### src/rtl/wb_commit_queue.sv
// Writeback commit queue: buffers writeback packets in order and retires one
// per cycle into the register file, scoreboard release and commit counters.
module wb_commit_queue #(
    parameter int unsigned XLEN   = 64,
    parameter int unsigned AREG_W = 5,
    parameter int unsigned DEPTH  = 4
) (
    input  logic              clk,
    input  logic              reset,
    input  logic              in_valid,
    output logic              in_ready,
    input  logic [XLEN-1:0]   in_pc,
    input  logic [XLEN-1:0]   in_result,
    input  logic              in_wen,
    input  logic [AREG_W-1:0] in_waddr,
    input  logic              commit_en,
    input  logic              flush,
    output logic              rf_wen,
    output logic [AREG_W-1:0] rf_waddr,
    output logic [XLEN-1:0]   rf_wdata,
    output logic              sb_clr,
    output logic [AREG_W-1:0] sb_addr,
    output logic              commit_valid,
    output logic [XLEN-1:0]   commit_pc,
    output logic [63:0]       instret,
    output logic              empty
);

    localparam int unsigned PW = (DEPTH > 1) ? $clog2(DEPTH) : 1;
    localparam int unsigned CW = PW + 1;

    typedef logic [PW-1:0] ptr_t;
    typedef logic [CW-1:0] cnt_t;

    logic [XLEN-1:0]   pc_mem_q    [DEPTH];
    logic [XLEN-1:0]   res_mem_q   [DEPTH];
    logic              wen_mem_q   [DEPTH];
    logic [AREG_W-1:0] waddr_mem_q [DEPTH];

    ptr_t head_q, head_d;
    ptr_t tail_q, tail_d;
    cnt_t count_q, count_d;

    logic              rf_wen_q, rf_wen_d;
    logic [AREG_W-1:0] rf_waddr_q, rf_waddr_d;
    logic [XLEN-1:0]   rf_wdata_q, rf_wdata_d;
    logic              sb_clr_q, sb_clr_d;
    logic [AREG_W-1:0] sb_addr_q, sb_addr_d;
    logic              cv_q, cv_d;
    logic [XLEN-1:0]   cpc_q, cpc_d;
    logic [63:0]       instret_q, instret_d;

    logic push;
    logic pop;
    logic head_writes;

    assign in_ready = (count_q < cnt_t'(DEPTH));
    assign empty    = (count_q == '0);

    assign push = in_valid & in_ready & ~flush;
    assign pop  = ~empty & commit_en & ~flush;

    // x0 retires like any other instruction but must not touch RF or scoreboard
    assign head_writes = wen_mem_q[head_q] & (waddr_mem_q[head_q] != '0);

    always_comb begin
        head_d     = head_q;
        tail_d     = tail_q;
        count_d    = count_q;
        rf_wen_d   = 1'b0;
        sb_clr_d   = 1'b0;
        cv_d       = 1'b0;
        rf_waddr_d = rf_waddr_q;
        rf_wdata_d = rf_wdata_q;
        sb_addr_d  = sb_addr_q;
        cpc_d      = cpc_q;
        instret_d  = instret_q;
        if (flush) begin
            head_d  = '0;
            tail_d  = '0;
            count_d = '0;
        end else begin
            if (push) begin
                tail_d = tail_q + ptr_t'(1);
            end
            if (pop) begin
                head_d     = head_q + ptr_t'(1);
                cv_d       = 1'b1;
                cpc_d      = pc_mem_q[head_q];
                rf_wen_d   = head_writes;
                rf_waddr_d = waddr_mem_q[head_q];
                rf_wdata_d = res_mem_q[head_q];
                sb_clr_d   = head_writes;
                sb_addr_d  = waddr_mem_q[head_q];
                instret_d  = instret_q + 64'd1;
            end
            case ({push, pop})
                2'b10:   count_d = count_q + cnt_t'(1);
                2'b01:   count_d = count_q - cnt_t'(1);
                default: count_d = count_q;
            endcase
        end
    end

    always_ff @(posedge clk) begin
        if (push) begin
            pc_mem_q[tail_q]    <= in_pc;
            res_mem_q[tail_q]   <= in_result;
            wen_mem_q[tail_q]   <= in_wen;
            waddr_mem_q[tail_q] <= in_waddr;
        end
    end

    always_ff @(posedge clk) begin
        if (reset) begin
            head_q     <= '0;
            tail_q     <= '0;
            count_q    <= '0;
            rf_wen_q   <= 1'b0;
            rf_waddr_q <= '0;
            rf_wdata_q <= '0;
            sb_clr_q   <= 1'b0;
            sb_addr_q  <= '0;
            cv_q       <= 1'b0;
            cpc_q      <= '0;
            instret_q  <= '0;
        end else begin
            head_q     <= head_d;
            tail_q     <= tail_d;
            count_q    <= count_d;
            rf_wen_q   <= rf_wen_d;
            rf_waddr_q <= rf_waddr_d;
            rf_wdata_q <= rf_wdata_d;
            sb_clr_q   <= sb_clr_d;
            sb_addr_q  <= sb_addr_d;
            cv_q       <= cv_d;
            cpc_q      <= cpc_d;
            instret_q  <= instret_d;
        end
    end

    assign rf_wen       = rf_wen_q;
    assign rf_waddr     = rf_waddr_q;
    assign rf_wdata     = rf_wdata_q;
    assign sb_clr       = sb_clr_q;
    assign sb_addr      = sb_addr_q;
    assign commit_valid = cv_q;
    assign commit_pc    = cpc_q;
    assign instret      = instret_q;

endmodule

### config.mk
export PLATFORM = sky130hd
export DESIGN_NAME = wb_commit_queue
export DESIGN_NICKNAME = d
export VERILOG_FILES = /design/src/rtl/wb_commit_queue.sv
export SDC_FILE = /design/constraint.sdc
export NUM_CORES = 1
export LEC_CHECK = 0
export ABC_AREA = 0
export CELL_PAD_IN_SITES_DETAIL_PLACEMENT = 0
export CELL_PAD_IN_SITES_GLOBAL_PLACEMENT = 1
export CORE_MARGIN = 3
export CORE_UTILIZATION = 50
export CTS_CLUSTER_SIZE = 40
export DETAILED_ROUTE_END_ITERATION = 8
export PLACE_DENSITY_LB_ADDON = 0.08
export SLEW_MARGIN = 20
export SYNTH_ARGS = -nofsm -noshare
export SYNTH_HDL_FRONTEND = slang
export SYNTH_SLANG_ARGS = --single-unit
### constraint.sdc
create_clock -name clk -period 7.42 [get_ports clk]
set_input_delay 1.113 -clock clk [delete_from_list [all_inputs] [get_ports clk]]
set_output_delay 1.113 -clock clk [all_outputs]
set_load 0.01 [all_outputs]
==> impl_metrics.json <==
{
  "status": "complete, no violations",
  "synth_edf_count": 536,
  "ys.flop_type": "edfxtp_1",
  "path_cells": "clkdlybuf4s50_1 > or3b_4 > inv_4 > ha_1 > inv_1 > fa_1 > xor2_1 > or3_1 > a21oi_1",
  "die_area_mm2": 0.0577,
  "wl_per_cell_um": 21.9,
  "r2r_end": "commit_pc[49]",
  "numClockSinks": 744,
  "power.share.switching_pct": 19.6,
  "hp-class": "reg2reg",
  "maxSlewHeadroom_pct": 27.5,
  "drt_iter0_drc": 976,
  "antenna_found_initial": 8,
  "final_util_pct": 63.2,
  "cts_buffers": 77,
  "leakagePower_uw": 0.0106,
  "die_h_um": 240,
  "period_share_pct": 48.9,
  "reg2reg_from": "count_q[2]",
  "fin_tns_setup_ns": 0,
  "drive_gt1_share_pct": 13.9,
  "post_cts_resized": 0,
  "postCtsSetupBuffers": 0,
  "internal-power_uw": 6940,
  "avgViaCountPerCell": 5.52,
  "cts_max_level": 3,
  "grt_pass1_vias": 15600,
  "worstSkewPairLatency_ns": 0.61,
  "drv_slew": 0,
  "drv_cap": 0,
  "core_region_area_mm2": 0.0540,
  "r2r_cells": 6,
  "initial_core_util_pct": 50.8,
  "seqPwrFrac_pct": 52.4,
  "yosys_register_bits": 744,
  "rsz0062_at_grt": "false",
  "root_buffer": "clkbuf_16",
  "cts-hold-fix-buffers": 0,
  "fp-row-count": 85,
  "min_from": "commit_pc[33]",
  "track_usage_pct": 21.5,
  "design_area_mm2": 0.0341,
  "worst_ep_required_time_ns": 7.94,
  "ant_nets": 0,
  "grt-ovfl-total": 0,
  "critPathKind": "in2reg",
  "pwr-share-clk_pct": 44.6,
  "worstHoldPathCells": 2,
  "grt_pass1_wl_mm": 93.3,
  "syn_area_mm2": 0.0274,
  "tightest_slew_ns": 1.09,
  "clock_skew_ns": 0.0183,
  "port_buffers": 345,
  "max_stage_delay_ns": 0.67,
  "pin_count": 346,
  "cts_max_path_buffers": 3,
  "hpwl_mm": 36.0,
  "drc": 0,
  "grt_max_degree": 135,
  "vdd_drop_max_uv": 188,
  "fmax_mhz": 276,
  "area_delta_synth_final_pct": 24.4,
  "dpl_cell_area_mm2": 0.0315,
  "ys_types": 43,
  "worst_hold_path.endpoint": "commit_pc[33]",
  "cts_tree": "built",
  "fp.dieW_um": 240,
  "vias": 15600,
  "power_switching_uw": 1690,
  "post-route-min-period_ns": 3.63,
  "hold_viol": 0,
  "crit_arrival_ns": 4.15,
  "gp_congestion": 0.777,
  "power_frac_comb_pct": 2.9,
  "setup_viol": 0,
  "ys_seq_area_share_pct": 73.9,
  "syn_area_per_cell_um2": 16.1,
  "setup.worst_path.end_class": "flop",
  "drt-pass1-iter-count": 5,
  "syn_nets": 1853,
  "yosys_warnings": 0,
  "cp_slowest_cell": "inv_4",
  "crit_fanout": 76,
  "path_clk_slew_ns": 0.06,
  "async_reset_ff_share_pct": 0,
  "power.density_mw_per_mm2": 253,
  "synth_cells": 1707,
  "start_kind": "input port",
  "regToRegSetupSlack_ns": 4.18,
  "finalNetCount": 2199,
  "routed_wl_mm": 61.7
}
-- power by group through the flow --
stage	combinational [uW]	sequential, uW	clock (uW)
CTS	259	4520	3940
global route	276	4530	4100
finish	255	4520	3850
floorplan	96.8	4620	0
global placement	252	4610	0
detailed placement	258	4610	0
-- synth_stat cells, types with 2 or more instances --
master | instances | area [um^2]
nand3_1 | 17 | 85.1
o41ai_1 | 2 | 17.5
ha_1 | 6 | 75.1
dfxtp_1 | 208 | 4160
inv_1 | 13 | 48.8
buf_1 | 6 | 22.5
clkbuf_1 | 60 | 225
a21oi_1 | 172 | 861
or4_1 | 14 | 105
nor3_1 | 4 | 20.0
and3_1 | 8 | 50.1
mux4_2 | 134 | 3020
nor2_1 | 49 | 184
o31ai_1 | 14 | 105
o21ai_0 | 18 | 90.1
nand4_1 | 28 | 175
edfxtp_1 | 536 | 16100
nand2_1 | 301 | 1130
and2_1 | 4 | 25.0
buf_2 | 21 | 105
nand3_2 | 2 | 20.0
xor2_1 | 26 | 228
buf_4 | 7 | 52.6
nor4_1 | 7 | 43.8
nand4_2 | 4 | 50.1
xnor2_1 | 8 | 70.1
or3_1 | 19 | 119
nor4_4 | 4 | 85.1
-- final cells by class --
| cell class | count | area (um^2) |
|---|---|---|
| Multi-Input combinational cell | 856 | 6730 |
| Fill cell | 3957 | 19900 |
| Sequential cell | 744 | 20300 |
| Clock inverter | 32 | 338 |
| Timing Repair Buffer | 361 | 3620 |
| Tap cell | 696 | 871 |
| Clock buffer | 110 | 2230 |
| Inverter | 13 | 51.3 |
| Antenna cell | 4 | 10.0 |
-- worst max-delay path, delay by kind of cell --
| kind | cells | cell delay (ns) |
|---|---|---|
| buffers and inverters | 3 | 1.22 |
| and+or+nand+nor | 2 | 0.76 |
| adders and majority gates | 2 | 0.70 |
| xor gates and xnor gates | 1 | 0.16 |
| AOI/OAI and AO/OA | 1 | 0.15 |
-- how the worst max path moves through the flow --
stage | startpoint | end | depth (start not counted)
floorplan | in_valid | pc_mem_q[0][0] | 2
global placement | flush | pc_mem_q[2][34] | 4
detailed placement | flush | pc_mem_q[2][34] | 4
CTS | flush | pc_mem_q[2][35] | 4
global route | flush | count_q[2] | 9
finish | flush | count_q[2] | 9
-- cell families after synthesis --
group | count (synthesis) | share of synthesized area, %
mux | 134 | 11.0
compound gates | 206 | 3.91
buf+inv | 107 | 1.66
flops | 744 | 73.9
fa+ha+maj | 7 | 0.347
xor+xnor | 34 | 1.09
simple gates | 475 | 8.14
-- cells in the final DEF, fill, tap and decap left out, drive strengths merged, types with 2 or more instances in the layout --
cell,count
clkdlybuf4s50,344
o21ai,18
diode,4
clkbuf,110
clkinvlp,2
or3,19
or4b,2
mux4,134
or4,14
xor2,26
bufinv,6
xnor2,8
inv,16
edfxtp,536
ha,6
o31ai,14
nor2,49
nand2,301
buf,17
a21oi,172
nand4,33
and2,4
and3,8
nand3,19
clkinv,21
dfxtp,208
nor4,12
nor3,6
o41ai,2
-- routing by layer --
layer	GRT usage, %	part of all wire, %	routed length, um
met1	29.5	43	26300
met3	4.69	5.6	3460
met5	0	0.084	52
met4	6.01	2.0	1250
met2	35.2	50	30600
-- through the flow --
stage | instances | setup WS [ns] | hold slack [ns] | total power, uW
after CTS | 2811 | 3.40 | 0.455 | 8720
final | 2816 | 3.79 | 0.451 | 8630
after detailed placement | 2669 | 2.78 | 0.446 | 4870
after global routing | 2815 | 3.65 | 0.472 | 8910
after global placement | 2669 | 2.81 | 0.442 | 4860
after floorplan | 1707 | 2.13 | 0.481 | 4720
-- sequential cells by signal, summed over array words and instances (netlist names), 2 cells and up, named ones only --
name / count
commit_pc: 64
tail_q: 2
waddr_mem_q: 20
sb_addr: 5
res_mem_q: 256
pc_mem_q: 256
instret: 64
rf_wdata: 64
count_q: 3
wen_mem_q: 4
head_q: 2
(Power assumes the default switching activity.)
==> RTL change (same flow settings) <==
Take the reset off `rf_waddr_q`, `rf_wdata_q`, `sb_addr_q` and `instret_q` and load them in a clocked block of their own.
--- a/src/rtl/wb_commit_queue.sv
+++ b/src/rtl/wb_commit_queue.sv
@@ -118,11 +118,7 @@
             count_q    <= '0;
             rf_wen_q   <= 1'b0;
-            rf_waddr_q <= '0;
-            rf_wdata_q <= '0;
             sb_clr_q   <= 1'b0;
-            sb_addr_q  <= '0;
             cv_q       <= 1'b0;
             cpc_q      <= '0;
-            instret_q  <= '0;
         end else begin
             head_q     <= head_d;
@@ -130,12 +126,15 @@
             count_q    <= count_d;
             rf_wen_q   <= rf_wen_d;
-            rf_waddr_q <= rf_waddr_d;
-            rf_wdata_q <= rf_wdata_d;
             sb_clr_q   <= sb_clr_d;
-            sb_addr_q  <= sb_addr_d;
             cv_q       <= cv_d;
             cpc_q      <= cpc_d;
-            instret_q  <= instret_d;
         end
+    end
+
+    always_ff @(posedge clk) begin
+        rf_waddr_q <= rf_waddr_d;
+        rf_wdata_q <= rf_wdata_d;
+        sb_addr_q  <= sb_addr_d;
+        instret_q  <= instret_d;
     end
 
Check against the original RTL: differs if reset is asserted again (counterexample within 4 cycles, from zero or initial values and one cycle with reset high); with reset held inactive, the same outputs for 4 cycles.
==> RTL change against the unedited design <==
- clock skew increased by 0.0062 ns
- power increased by 0.36%
- design area increased by 0.11%
- synthesized area decreased by 0.10%
- critical endpoint unchanged
- setup slack got worse by 0.38 ns
- via count decreased by 10%
- routed wire length decreased by 5.9%
- sequential cell count unchanged
==> RTL change: results (changes against the unedited design) <==
metric	value	unit	change
status	completed		
placed_cell_area	0.0316	mm2	+0.29%
dr_wl_met3	3680	um	+6.3%
critPathMaxFanout	121		+59%
yosysUniqueCellTypes	33		-23%
vdd_drop_max	0.180	mV	-4.0%
min_path_type	reg -> reg		
grt_first_pass_wirelength	87000	um	-6.7%
cp_data_arrival_time	4.54	ns	+0.39 ns
rr_worst_depth	10		+4
drt-met1-wl	25500	um	-3.2%
max-clock-path-buffers	3		unchanged
dr.max_layer_used	met5		
synth.area.top_cells	edfxtp_1, mux4_2, dfxtp_1		
h-tree-depth	3		unchanged
gp_congestion	0.791		+1.8%
drive_gt1_share	15.3	%	+1.3 points
dr_wl_met2	27600	um	-9.9%
clock_skew	0.0245	ns	+0.00615 ns
grt_max_degree	122		-9.6%
synth_edf_count	669		+25%
min_path_cells	2		unchanged
grtUsageTotal	20.3	%	-1.2 points
relSlewSlack	27.8	%	+0.34 points
viasPerCell	5.50		-0.39%
reg.largest.list	pc_mem_q: 256 flops, res_mem_q: 256 flops		
io_buffers	345		unchanged
hold_viol	0		unchanged
dr.pass1.iters	5		unchanged
async_flop_share	0	%	unchanged
p_leak	10.7	nW	+0.18%
ctsResizeCount	0		unchanged
clk_pin_slew	0.06	ns	about the same
place_hpwl	34600	um	-4.1%
cts_buffers	78		+1.3%
synth_nets	1532		-17%
insertion_delay	0.60	ns	
ys_top_cells_by_count	edfxtp_1, nand2_1, mux4_2, dfxtp_1, a21oi_1		
pre_cts_slack	2.72	ns	-0.0599 ns
fillers	3874		-2.1%
cts-root-buf	clkbuf_16		
antenna_found_initial	10		+2
initialDrtViolationCount	905		-7.3%
grt_pass1_vias	13900		-11%
yosysSeqAreaShare	78.8	%	+4.9 points
avgRoutedWirePerCell	22.9	um	+4.7%
finalNetCount	1909		-13%
yosysWarnings	0		unchanged
postCtsSetupBuffers	0		unchanged
## RTL change: worst max-delay path: stages
cell	delay, ns
clkdlybuf4s50_1	0.45
or3b_2	0.47
buf_4	0.38
inv_8	0.72
ha_1	0.33
inv_1	0.06
fa_1	0.37
xor2_1	0.15
or3_1	0.30
a21oi_1	0.14
## RTL change: worst paths after layout
check                             startpoint                    endpoint  slack, ns
hold / removal    commit_pc[43]$_SDFFE_PP0P_  commit_pc[43]$_SDFFE_PP0P_       0.45
hold reg to reg   commit_pc[43]$_SDFFE_PP0P_  commit_pc[43]$_SDFFE_PP0P_       0.45
setup / recovery                       flush     count_q[2]$_SDFFE_PP0P_       3.41
setup reg to reg     count_q[2]$_SDFFE_PP0P_     count_q[2]$_SDFFE_PP0P_       3.92
## RTL change: cell families (layout without fill, tap and decap cells)
kind of cell | after synthesis | in the layout | synth area share [%]
other | 0 | 8 | 0
muxes | 134 | 134 | 11.0
AOI/OAI and AO/OA | 69 | 69 | 1.26
and+or+nand+nor | 290 | 290 | 5.27
buffers and inverters | 75 | 516 | 1.17
xor gates and xnor gates | 67 | 67 | 2.14
adders and majority gates | 7 | 7 | 0.347
DFF | 744 | 744 | 78.8
## RTL change: routing by layer
layer	vias to the layer above	track usage (%)
li1	6256	-
met1	7156	29.7
met2	410	30.7
met3	96	4.97
met4	6	6.03
met5	-	0
## RTL change: final cells by class
cell class	instances	area [um2]	area share (%)
repair buffers	355	3580	10.5
well taps	696	871	2.55
diodes	8	20.0	0.0586
flip-flops and latches	744	21600	63.2
inverters	17	71.3	0.209
clock buffers	111	2240	6.56
multi-input cells	567	5500	16.1
clock inverters	33	273	0.799
## RTL change: power by group
group | total, mW | leakage, nW | internal [mW] | switching (mW)
sequential | 4.64 | 6.67 | 4.62 | 0.0206
clock | 3.78 | 1.23 | 2.24 | 1.53
combinational | 0.246 | 2.76 | 0.129 | 0.117
total | 8.66 | 10.7 | 6.99 | 1.67
## RTL change: stage by stage
stage / util [%] / std cells / hold WS [ns]
6_report: 63.2 / 2531 / 0.453
5_1_grt: 63.2 / 2526 / 0.475
4_1_cts: 63.2 / 2523 / 0.456
3_5_place_dp: 58.5 / 2379 / 0.448
3_3_place_gp: 58.5 / 2379 / 0.443
2_1_floorplan: - / 1386 / 0.481
